--- src/rtl/fpnew_result_fifo_if.sv ---
// Result handshake bundle between an opgroup block, the result FIFO and
// the FPU output arbiter. slave = FIFO side, master = environment side.
interface fpnew_result_fifo_if #(
    parameter int unsigned Width    = 32,
    parameter int unsigned TagWidth = 1
);
    // upstream (opgroup -> FIFO)
    logic [Width-1:0]    in_result_i;
    logic [4:0]          in_status_i;
    logic                in_ext_bit_i;
    logic [TagWidth-1:0] in_tag_i;
    logic                in_valid_i;
    logic                in_ready_o;
    // downstream (FIFO -> arbiter)
    logic [Width-1:0]    result_o;
    logic [4:0]          status_o;
    logic                extension_bit_o;
    logic [TagWidth-1:0] tag_o;
    logic                out_valid_o;
    logic                out_ready_i;

    modport slave (
        input  in_result_i, in_status_i, in_ext_bit_i, in_tag_i, in_valid_i,
        output in_ready_o,
        output result_o, status_o, extension_bit_o, tag_o, out_valid_o,
        input  out_ready_i
    );

    modport master (
        output in_result_i, in_status_i, in_ext_bit_i, in_tag_i, in_valid_i,
        input  in_ready_o,
        input  result_o, status_o, extension_bit_o, tag_o, out_valid_o,
        output out_ready_i
    );
endinterface

--- src/rtl/fpnew_result_fifo.sv ---
// Output-side result FIFO behind an opgroup: buffers Depth entries in
// order and accumulates sticky IEEE flags from every popped entry.
//
// Ports:
//   clk_i, rst_ni  clock, synchronous active-low reset
//   io             fpnew_result_fifo_if.slave (in_* push side, out_* pop side)
//   flush_i        discard all buffered entries
//   fflags_clr_i   clear sticky flags (applies before a same-cycle pop)
//   fflags_o       sticky OR of popped status {NV,DZ,OF,UF,NX}
//   count_o        occupancy
//   busy_o         data held or arriving
//
// Option: define FPNEW_RESFIFO_FALLTHROUGH_EN for a zero-latency path
// when the FIFO is empty. Default build has strict 1-cycle latency.
module fpnew_result_fifo #(
    parameter  int unsigned Width    = 32,
    parameter  int unsigned TagWidth = 1,
    parameter  int unsigned Depth    = 4,
    localparam int unsigned CntW     = $clog2(Depth + 1),
    localparam int unsigned PtrW     = $clog2(Depth)
) (
    input  logic                    clk_i,
    input  logic                    rst_ni,
    fpnew_result_fifo_if.slave      io,
    input  logic                    flush_i,
    input  logic                    fflags_clr_i,
    output logic [4:0]              fflags_o,
    output logic [CntW-1:0]         count_o,
    output logic                    busy_o
);

    localparam logic [CntW-1:0] DEPTH_C = CntW'(Depth);
    localparam logic [PtrW-1:0] LAST_C  = PtrW'(Depth - 1);

    // storage (not reset)
    logic [Width-1:0]    r_result [Depth];
    logic [4:0]          r_status [Depth];
    logic                r_ext    [Depth];
    logic [TagWidth-1:0] r_tag    [Depth];

    logic [PtrW-1:0] r_wptr;
    logic [PtrW-1:0] r_rptr;
    logic [CntW-1:0] r_count;
    logic [4:0]      r_fflags;

    logic            w_empty;
    logic            w_full;
    logic            w_pop;
    logic            w_store;
    logic            w_pop_mem;
    logic [4:0]      w_fflags_base;
    logic [4:0]      w_fflags_nxt;
    logic [PtrW-1:0] w_wptr_inc;
    logic [PtrW-1:0] w_rptr_inc;

    assign w_empty = (r_count == '0);
    assign w_full  = (r_count == DEPTH_C);

    assign io.in_ready_o = ~w_full;

    // pointer increment with wrap at Depth-1 (Depth need not be 2^n)
    assign w_wptr_inc = (r_wptr == LAST_C) ? '0 : r_wptr + PtrW'(1);
    assign w_rptr_inc = (r_rptr == LAST_C) ? '0 : r_rptr + PtrW'(1);

`ifdef FPNEW_RESFIFO_FALLTHROUGH_EN
    logic w_ft;
    logic w_bypass;

    // empty FIFO forwards the incoming entry in the same cycle
    assign w_ft     = w_empty & io.in_valid_i & ~flush_i;
    assign w_bypass = w_ft & io.out_ready_i;

    assign io.out_valid_o = ~w_empty | w_ft;

    always_comb begin
        io.result_o        = '0;
        io.status_o        = '0;
        io.extension_bit_o = 1'b0;
        io.tag_o           = '0;
        if (w_ft) begin
            io.result_o        = io.in_result_i;
            io.status_o        = io.in_status_i;
            io.extension_bit_o = io.in_ext_bit_i;
            io.tag_o           = io.in_tag_i;
        end else if (!w_empty) begin
            io.result_o        = r_result[r_rptr];
            io.status_o        = r_status[r_rptr];
            io.extension_bit_o = r_ext[r_rptr];
            io.tag_o           = r_tag[r_rptr];
        end
    end

    // a bypassed entry is consumed without touching storage
    assign w_store   = io.in_valid_i & ~w_full & ~flush_i & ~w_bypass;
    assign w_pop_mem = w_pop & ~w_empty;
`else
    assign io.out_valid_o = ~w_empty;

    always_comb begin
        io.result_o        = '0;
        io.status_o        = '0;
        io.extension_bit_o = 1'b0;
        io.tag_o           = '0;
        if (!w_empty) begin
            io.result_o        = r_result[r_rptr];
            io.status_o        = r_status[r_rptr];
            io.extension_bit_o = r_ext[r_rptr];
            io.tag_o           = r_tag[r_rptr];
        end
    end

    assign w_store   = io.in_valid_i & ~w_full & ~flush_i;
    assign w_pop_mem = w_pop;
`endif

    // flush discards any same-cycle pop, so it never reaches fflags
    assign w_pop = io.out_valid_o & io.out_ready_i & ~flush_i;

    // clear first, then merge the status of the entry leaving this cycle
    assign w_fflags_base = fflags_clr_i ? 5'b0 : r_fflags;
    assign w_fflags_nxt  = w_fflags_base | (w_pop ? io.status_o : 5'b0);

    always_ff @(posedge clk_i) begin
        if (!rst_ni) begin
            r_count  <= '0;
            r_wptr   <= '0;
            r_rptr   <= '0;
            r_fflags <= '0;
        end else begin
            r_fflags <= w_fflags_nxt;
            if (flush_i) begin
                r_count <= '0;
                r_wptr  <= '0;
                r_rptr  <= '0;
            end else begin
                if (w_store) begin
                    r_wptr <= w_wptr_inc;
                end
                if (w_pop_mem) begin
                    r_rptr <= w_rptr_inc;
                end
                unique case ({w_store, w_pop_mem})
                    2'b10:   r_count <= r_count + CntW'(1);
                    2'b01:   r_count <= r_count - CntW'(1);
                    default: r_count <= r_count;
                endcase
            end
        end
    end

    always_ff @(posedge clk_i) begin
        if (rst_ni && w_store) begin
            r_result[r_wptr] <= io.in_result_i;
            r_status[r_wptr] <= io.in_status_i;
            r_ext[r_wptr]    <= io.in_ext_bit_i;
            r_tag[r_wptr]    <= io.in_tag_i;
        end
    end

    assign fflags_o = r_fflags;
    assign count_o  = r_count;
    assign busy_o   = ~w_empty | io.in_valid_i;

endmodule

--- src/flat_wrapper.sv ---
// flat-port wrapper written by rule: the top's interface ports become plain ports
module fpnew_result_fifo_flat 
#(
    parameter  int unsigned Width    = 32,
    parameter  int unsigned TagWidth = 1,
    parameter  int unsigned Depth    = 4,
    localparam int unsigned CntW     = $clog2(Depth + 1),
    localparam int unsigned PtrW     = $clog2(Depth)
)
  (clk_i, rst_ni, flush_i, fflags_clr_i, fflags_o, count_o, busy_o, io_in_result_i, io_in_status_i, io_in_ext_bit_i, io_in_tag_i, io_in_valid_i, io_in_ready_o, io_result_o, io_status_o, io_extension_bit_o, io_tag_o, io_out_valid_o, io_out_ready_i);
  fpnew_result_fifo_if #(.Width(Width), .TagWidth(TagWidth)) io_i ();
  input  logic clk_i;
  input  logic rst_ni;
  input  logic flush_i;
  input  logic fflags_clr_i;
  output logic [4:0] fflags_o;
  output logic [CntW-1:0] count_o;
  output logic busy_o;
  input wire logic [$bits(io_i.in_result_i)-1:0] io_in_result_i;
  input wire logic [$bits(io_i.in_status_i)-1:0] io_in_status_i;
  input wire logic [$bits(io_i.in_ext_bit_i)-1:0] io_in_ext_bit_i;
  input wire logic [$bits(io_i.in_tag_i)-1:0] io_in_tag_i;
  input wire logic [$bits(io_i.in_valid_i)-1:0] io_in_valid_i;
  output wire logic [$bits(io_i.in_ready_o)-1:0] io_in_ready_o;
  output wire logic [$bits(io_i.result_o)-1:0] io_result_o;
  output wire logic [$bits(io_i.status_o)-1:0] io_status_o;
  output wire logic [$bits(io_i.extension_bit_o)-1:0] io_extension_bit_o;
  output wire logic [$bits(io_i.tag_o)-1:0] io_tag_o;
  output wire logic [$bits(io_i.out_valid_o)-1:0] io_out_valid_o;
  input wire logic [$bits(io_i.out_ready_i)-1:0] io_out_ready_i;
  assign io_i.in_result_i = io_in_result_i;
  assign io_i.in_status_i = io_in_status_i;
  assign io_i.in_ext_bit_i = io_in_ext_bit_i;
  assign io_i.in_tag_i = io_in_tag_i;
  assign io_i.in_valid_i = io_in_valid_i;
  assign io_in_ready_o = io_i.in_ready_o;
  assign io_result_o = io_i.result_o;
  assign io_status_o = io_i.status_o;
  assign io_extension_bit_o = io_i.extension_bit_o;
  assign io_tag_o = io_i.tag_o;
  assign io_out_valid_o = io_i.out_valid_o;
  assign io_i.out_ready_i = io_out_ready_i;
  fpnew_result_fifo #(.Width(Width), .TagWidth(TagWidth), .Depth(Depth)) u_core (.clk_i(clk_i), .rst_ni(rst_ni), .io(io_i), .flush_i(flush_i), .fflags_clr_i(fflags_clr_i), .fflags_o(fflags_o), .count_o(count_o), .busy_o(busy_o));
endmodule
--- config.mk ---
export PLATFORM = sky130hd
export DESIGN_NAME = fpnew_result_fifo_flat
export DESIGN_NICKNAME = d
export VERILOG_FILES = /design/src/rtl/fpnew_result_fifo_if.sv /design/src/rtl/fpnew_result_fifo.sv /design/src/flat_wrapper.sv
export SDC_FILE = /design/constraint.sdc
export NUM_CORES = 1
export LEC_CHECK = 0
export ABC_AREA = 1
export CAP_MARGIN = 30
export CORE_AREA = 2 2 168 170
export CTS_CLUSTER_SIZE = 25
export DETAILED_ROUTE_END_ITERATION = 7
export DIE_AREA = 0 0 170 172
export SYNTH_ARGS = -nofsm -noshare
export SYNTH_HDL_FRONTEND = slang
export SYNTH_SLANG_ARGS = --single-unit
--- constraint.sdc ---
create_clock -name clk_i -period 7.29 [get_ports clk_i]
set_input_delay 2.187 -clock clk_i [delete_from_list [all_inputs] [get_ports clk_i]]
set_output_delay 2.187 -clock clk_i [all_outputs]
set_load 0.05 [all_outputs]
After elaboration in Yosys (flattened, before gate mapping):

Memories as Yosys holds them, arrays and structs flattened. A register that Yosys moved wholly into a read port is not among the register bits.
Index checks and enable logic that the tools add are counted.

* $add $sub $neg: 4
* reduce and logical (&&, ||, !) cells: 4
* bitwise logic cells: 10
* equal/unequal tests: 5
* mux-type cells: 19

Operators by type and width (number)
* 32-bit 2-to-1 mux: 1
* 2-bit 2-to-1 mux: 10
* 5-bit 2-to-1 mux: 3
* 2-bit == test (second input constant): 3
* 3-bit case mux with 2 select lines: 1
* 5-bit bitwise OR: 1
* 2-bit by 1-bit adder with 2-bit output (second input constant): 2
* 1-bit AND: 4
* 1-bit 2-to-1 mux: 4
* 1-bit inverter: 4
* 3-bit by 1-bit adder with 3-bit output (second input constant): 1
* 3-bit == test (second input constant): 1
* 3-bit logical NOT: 1
* 3-bit by 1-bit subtractor with 3-bit output (second input constant): 1
* 2-bit by 1-bit == test with 1-bit output (second input constant): 1
* 2-bit nonzero test: 1
* 2-bit OR reduction: 1
* 1-bit logical AND: 1
* 1-bit bitwise OR: 1

* register bits: 12
* logic and storage cells: 50
* input bits: 45
* memories kept: 4
* RAM bits: 156

Memory list
* u_core.r_result: words 4, width 32, read ports 1, clocked after memory_dff 1, write ports 1, line fpnew_result_fifo.sv:36 `logic [Width-1:0] r_result [Depth];`
* u_core.r_status: words 4, width 5, read ports 1, clocked after memory_dff 1, write ports 1, line fpnew_result_fifo.sv:37 `logic [4:0] r_status [Depth];`
* u_core.r_ext: words 4, width 1, read ports 1, clocked after memory_dff 1, write ports 1, line fpnew_result_fifo.sv:38 `logic r_ext [Depth];`
* u_core.r_tag: words 4, width 1, read ports 1, clocked after memory_dff 1, write ports 1, line fpnew_result_fifo.sv:39 `logic [TagWidth-1:0] r_tag [Depth];`

Longest topological paths before layout:

Gate-level depths: netlist of the first run.

* word-level depth: 7
* depth in mapped cells: 12
* mapped depth without buffers: 12

Worst setup path before layout of the first run:

No wires, ideal clock.

* kind: input to output
* start: input io_in_valid_i
* end: output busy_o
* setup slack: 2.506 ns
* stages on the path: 1
* required time: 5.103 ns
* arrival time: 2.597 ns
* buffers on the path: 0
* path through: or2_2

* cells in the longest elaborated chain, start to end: 1

RTL lines
* start, declared: line flat_wrapper.sv:23 `input wire logic [$bits(io_i.in_valid_i)-1:0] io_in_valid_i;`
* 1-bit bitwise OR: line fpnew_result_fifo.sv:162 `assign busy_o = ~w_empty | io.in_valid_i;`
* end, declared: line flat_wrapper.sv:18 `output logic busy_o;`

No other way between the ends.

Final worst setup path of the first run:

Same ends and word-level chain as after synthesis.

==> flow_summary.yaml, run 1 <==
run_status:
  run_status: "complete, no violations"
route:
  drc: 0
  first_iter_violations: 177
  vias: 4373
  top_layer: "met5"
  drt.antenna.violating_nets: 0
  drt-wirelength-per-cell_um: 14.9
  drt_wl_total_um: 15300
  drt-met1-wl_um: 7040
  first_pass_iters: 4
  met2WireLength_um: 7540
  vias_per_cell: 4.26
  met3_length_um: 540
power:
  pwr_density_cell_nw_per_um2: 245
  ir_worst_vdd_v: 0.000123
  report.power.total_mw: 2.13
  power.static_leakage_nw: 2.99
placement:
  finalWeightedCongestion: 0.672
  post-dp-hpwl_um: 8810
  detailed_place.area_um2: 8100
  io_buffer_count: 94
global_routing:
  overflow: 0
  grt_start_max_net_pins: 79
  grt_antenna_before_repair: 1
  grt_pass1_wl_um: 23600
  first_global_vias: 4363
  grt_usage_pct: 10.9
clock_tree:
  clock_tree.htree_level_count: 4
  clock_sinks: 170
  clock_latency_ns: 0.42
  cts.path.max_buffers: 2
  cts_tree: "yes"
  clock_tree.root_cell: "clkbuf_16"
  post_cts_buffers: 0
  cts_resized: 0
  tritoncts.num_buffers: 17
  cts.clk_slew.worst_paths_ns: 0.07
  cts-hold-fix-buffers: 0
timing:
  period_needed_ns: 5.80
  final-max-slew-violation-count: 0
  final.hold.worst_slack_ns: 0.467
  finalSetupViolCount: 0
  timing.final.crit_share_pct: 79.6
  max_freq_ghz: 0.172
  fin_tns_setup_ns: 0
  hold_viol: 0
  finClkSkew_ns: 0.00917
  max-slew-margin-rel_pct: 36.5
  timing_worst_slew_pin_value_ns: 0.952
  grt_setup_unrepaired: "no"
synth:
  synth-xor-area-share_pct: 0
  synth_top_family_by_area: "simple AND/OR/NAND/NOR gates"
  synth.area.mux_share_pct: 0
  synth_nets: 627
  synth_async_sr_flop_share_pct: 0
  ys_warn_count: 0
  post-synth-top-area-fraction_pct: 69.0
  syn_inst: 575
  synth.cells.most_frequent: "156 x edfxtp_1, 151 x nor2_1, 73 x o21ai_0"
  synthAdderAreaFrac_pct: 1.40
  yosys.cell_types.count: 23
  post_synth.cell_area_avg_um2: 11.8
  post-synth-top-area-cell: "edfxtp_1"
  number_of_synthesized_flops_with_an_enable_pin: 156
  synth-simple-area-share_pct: 12.1
  yosys_register_bits: 170
  synth.cell_area_um2: 6790
  synth-compound-area-share_pct: 8.92
  ys.flop_type: "edfxtp_1"
  synth.most_common_cell: "edfxtp_1"
  synth.top_cells.by_area: "edfxtp_1 69%, nor2_1 8.3%, o21ai_0 5.4%"
  synth-seq-area-share_pct: 73.1
finish:
  fin_area_um2: 8690
  layout-area-overhead-vs-synth_pct: 27.9
  postLayoutCoreUtil_pct: 31.6
  n_antenna_cell: 0
  nNetsFinal: 719
  layout-drive-gt1-share_pct: 7.79
setup_path:
  path_buf_inv: 2
  critical_path_required_ns: 5.10
  crit_path_max_delay_cell_type: "clkdlybuf4s50_1"
  critPathMaxStageDelay_ns: 0.70
  criticalPathCategory: "in2out"
  timing.critical_path.from_type: "primary input"
  critical_path_arrival_ns: 3.61
  critical_path.top_delay_family: "buffers and inverters"
  worstPathCellList: "clkdlybuf4s50_1 > or2_2 > clkdlybuf4s50_1"
  crit_top_cell: "clkdlybuf4s50_1"
  worstSetupEndpointType: "primary output"
  crit_path_max_fanout: 2
floorplan:
  floorplan.io_pins: 95
  die_area_um2: 29200
  die_h_um: 172
  fp.coreArea_um2: 27500
  start_util_pct: 24.7
  floorplan.die.width_um: 170
  cell_rows: 61
hold_path:
  worst_hold_path_type: "reg2reg"
flow_run:
  max_cap_viol_count: 0
-- metal layers --
| metal | global-route usage, % | vias to the layer above |
|---|---|---|
| met5 | 0 | - |
| met4 | 3.53 | 2 |
| met3 | 2.68 | 10 |
| met2 | 18.5 | 76 |
| met1 | 13.6 | 2127 |
| li1 | - | 2158 |
-- state kept, by name, indices dropped and copies added (netlist names), named ones only --
| signal | flops |
|---|---|
| u_core.r_result | 128 |
| u_core.r_status | 20 |
| u_core.fflags_o | 5 |
| u_core.r_ext | 4 |
| u_core.r_tag | 4 |
| u_core.count_o | 3 |
| u_core.r_rptr | 2 |
| u_core.r_wptr | 2 |
-- worst register-to-register path: cells and delay by family (launching register included) --
family        cells  cell delay [ns]
simple gates      5             1.17
flops             1             0.35
buf+inv           2             0.62
-- metrics by stage --
step,instances,setup WS [ns]
CTS,1026,1.48
floorplan,575,2.51
global placement,994,1.50
finish,1026,1.49
global route,1026,1.44
detailed placement,994,1.49
-- path summary, 6_finish.rpt --
kind,end,depth (start not counted),startpoint,slack (ns)
worst max-delay path,busy_o,3,io_in_valid_i,1.49
worst min-delay path,u_core.fflags_o[0]$_SDFF_PN0_,2,u_core.fflags_o[0]$_SDFF_PN0_,0.47
worst max register to register,u_core.r_status[3][2]$_DFFE_PP_,7,u_core.count_o[0]$_SDFFE_PP0P_,4.79
worst min register to register,u_core.fflags_o[0]$_SDFF_PN0_,2,u_core.fflags_o[0]$_SDFF_PN0_,0.47
-- cell usage in the layout (no fill, tap or decap), drive strengths merged --
master,Yosys,routed
inv,39,45
dfxtp,14,14
nand3b,1,1
nor2,152,152
o21ai,74,74
clkbuf,11,17
bufinv,0,1
nor3,1,1
nand3,11,11
or2,1,1
fa,1,1
ha,6,6
clkinvlp,0,3
edfxtp,156,156
clkdlybuf4s50,0,94
clkinv,0,5
a21oi,47,47
buf,18,8
nand2,43,43
-- power by group --
part | internal (mW) | switching (mW)
logic | 0.0573 | 0.107
clock network | 0.486 | 0.402
registers | 1.07 | 0.00303
-- logic make-up after synthesis --
family          Yosys count
simple gates            209
flops                   170
compound gates          121
buf+inv                  68
fa+ha+maj                 7
-- layout make-up --
type | count | area [µm²]
timing repair buffer | 102 | 1000
clock inverter | 15 | 160
clock buffer | 17 | 425
fill | 2740 | 18800
sequential | 170 | 4970
multi-input combinational | 337 | 1550
inverter | 39 | 146
tap | 346 | 433
(Power assumes the default switching activity.)
==> run 2: changes to the inputs <==
- clock period: 7.29 -> 5.1 ns (I/O delays scaled with it)
==> run 2 against run 1 <==
- wire length up 1.3%
- largest power group unchanged
- clock power up 36%
- hold slack better by 0.0020 ns
- combinational power up 42%
==> flow_summary.yaml, run 2 (synthesis results as in run 1) <==
run_status:
  run_status: "complete, no violations"
power:
  ir_worst_vdd_v: 0.000148
  pwr_density_cell_nw_per_um2: 344
  power.static_leakage_nw: 2.99
setup_path:
  timing.critical_path.from_type: "register"
  crit_path_max_fanout: 18
  criticalPathCategory: "reg2out"
  worstSetupEndpointType: "primary output"
  critical_path_arrival_ns: 3.08
  critical_path_required_ns: 3.57
timing:
  finClkSkew_ns: 0.00958
  finalSetupViolCount: 0
  period_needed_ns: 4.61
  timing.final.crit_share_pct: 90.3
  grt_setup_unrepaired: "no"
  fin_tns_setup_ns: 0
  timing_worst_slew_pin_value_ns: 0.865
  max_freq_ghz: 0.217
  final-max-slew-violation-count: 0
  hold_viol: 0
  max-slew-margin-rel_pct: 42.2
global_routing:
  grt_antenna_before_repair: 0
  grt_pass1_wl_um: 23800
  grt_usage_pct: 11.0
  first_global_vias: 4337
  overflow: 0
  grt_start_max_net_pins: 51
finish:
  most-common-layout-cells: "156 x edfxtp_1, 147 x nor2_1, 94 x clkdlybuf4s50_1"
  layout-area-overhead-vs-synth_pct: 27.9
  postLayoutCoreUtil_pct: 31.6
  register_area_um2: 4970
  layout-drive-gt1-share_pct: 7.76
  mostFrequentLayoutCell: "edfxtp_1"
  final.fill_count: 2776
  nNetsFinal: 722
  multi_input_area_um2: 1550
  n_antenna_cell: 0
  largest_register: "u_core.r_result"
  largest_register_ff_count: 128
floorplan:
  die_h_um: 172
  fp.coreArea_um2: 27500
  cell_rows: 61
  start_util_pct: 24.7
  die_area_um2: 29200
  floorplan.io_pins: 95
  floorplan.die.width_um: 170
clock_tree:
  cts_tree: "yes"
  clock_latency_ns: 0.41
  tritoncts.num_buffers: 17
  clock_tree.root_cell: "clkbuf_16"
  cts_resized: 0
  cts.path.max_buffers: 2
  clock_tree.htree_level_count: 4
  cts-hold-fix-buffers: 0
  post_cts_buffers: 0
  cts.clk_slew.worst_paths_ns: 0.06
  clock_sinks: 170
placement:
  post-dp-hpwl_um: 9030
  finalWeightedCongestion: 0.704
  io_buffer_count: 94
route:
  drt-wirelength-per-cell_um: 15.1
  drt_wl_total_um: 15500
  first_pass_iters: 4
  first_iter_violations: 218
  vias_per_cell: 4.17
  vias: 4295
  drt.antenna.violating_nets: 0
  drc: 0
flow_run:
  max_cap_viol_count: 0
hold_path:
  worst_hold_path_type: "reg2reg"
## run 2: area by class of cell
type                    instances  area share, %
repair buffers                105           11.9
clock inverters                15           1.41
multi-input cells             337           17.9
inverters                      39           1.69
well taps                     346           4.98
flip-flops and latches        170           57.2
clock buffers                  17           4.90
## run 2: power by group
group | internal (mW) | switching, mW
logic | 0.0832 | 0.152
registers | 1.54 | 0.00608
clock network | 0.672 | 0.536
total | 2.29 | 0.694
## run 2: worst paths after layout
check / start / endpoint / slack [ns] / depth (start not counted)
worst max-delay path: u_core.count_o[0]$_SDFFE_PP0P_ / io_status_o[3] / 0.49 / 6
worst min-delay path: u_core.fflags_o[0]$_SDFF_PN0_ / u_core.fflags_o[0]$_SDFF_PN0_ / 0.47 / 2
worst max register to register: u_core.count_o[0]$_SDFFE_PP0P_ / u_core.r_result[2][0]$_DFFE_PP_ / 2.82 / 7
worst min register to register: u_core.fflags_o[0]$_SDFF_PN0_ / u_core.fflags_o[0]$_SDFF_PN0_ / 0.47 / 2
## run 2: routing by layer
layer | global-route usage (%) | routed length, µm
met1 | 13.5 | 7100
met2 | 19.4 | 7720
met3 | 2.40 | 558
met4 | 3.12 | 134
met5 | 0 | 0
## run 2: critical path, cell delays in order (launching register included)
cell and delay (ns):
dfxtp_1 0.36, nor2_1 0.07, nand2_1 0.13, clkinv_1 0.61
buf_4 0.47, a21oi_1 0.20, clkdlybuf4s50_1 0.84
## run 2: per-stage QoR
stage          area (µm²)  power (mW)  hold WS (ns)  std cells  worst slack, ns
6_report             8690        2.98         0.469       1029            0.492
4_1_cts              8690        3.03         0.470       1029            0.312
3_3_place_gp         8140        1.81         0.458        997            0.615
3_5_place_dp         8140        1.81         0.460        997            0.619
5_1_grt              8690        3.11         0.494       1029            0.167
2_1_floorplan        6790        1.70         0.499        575             1.08
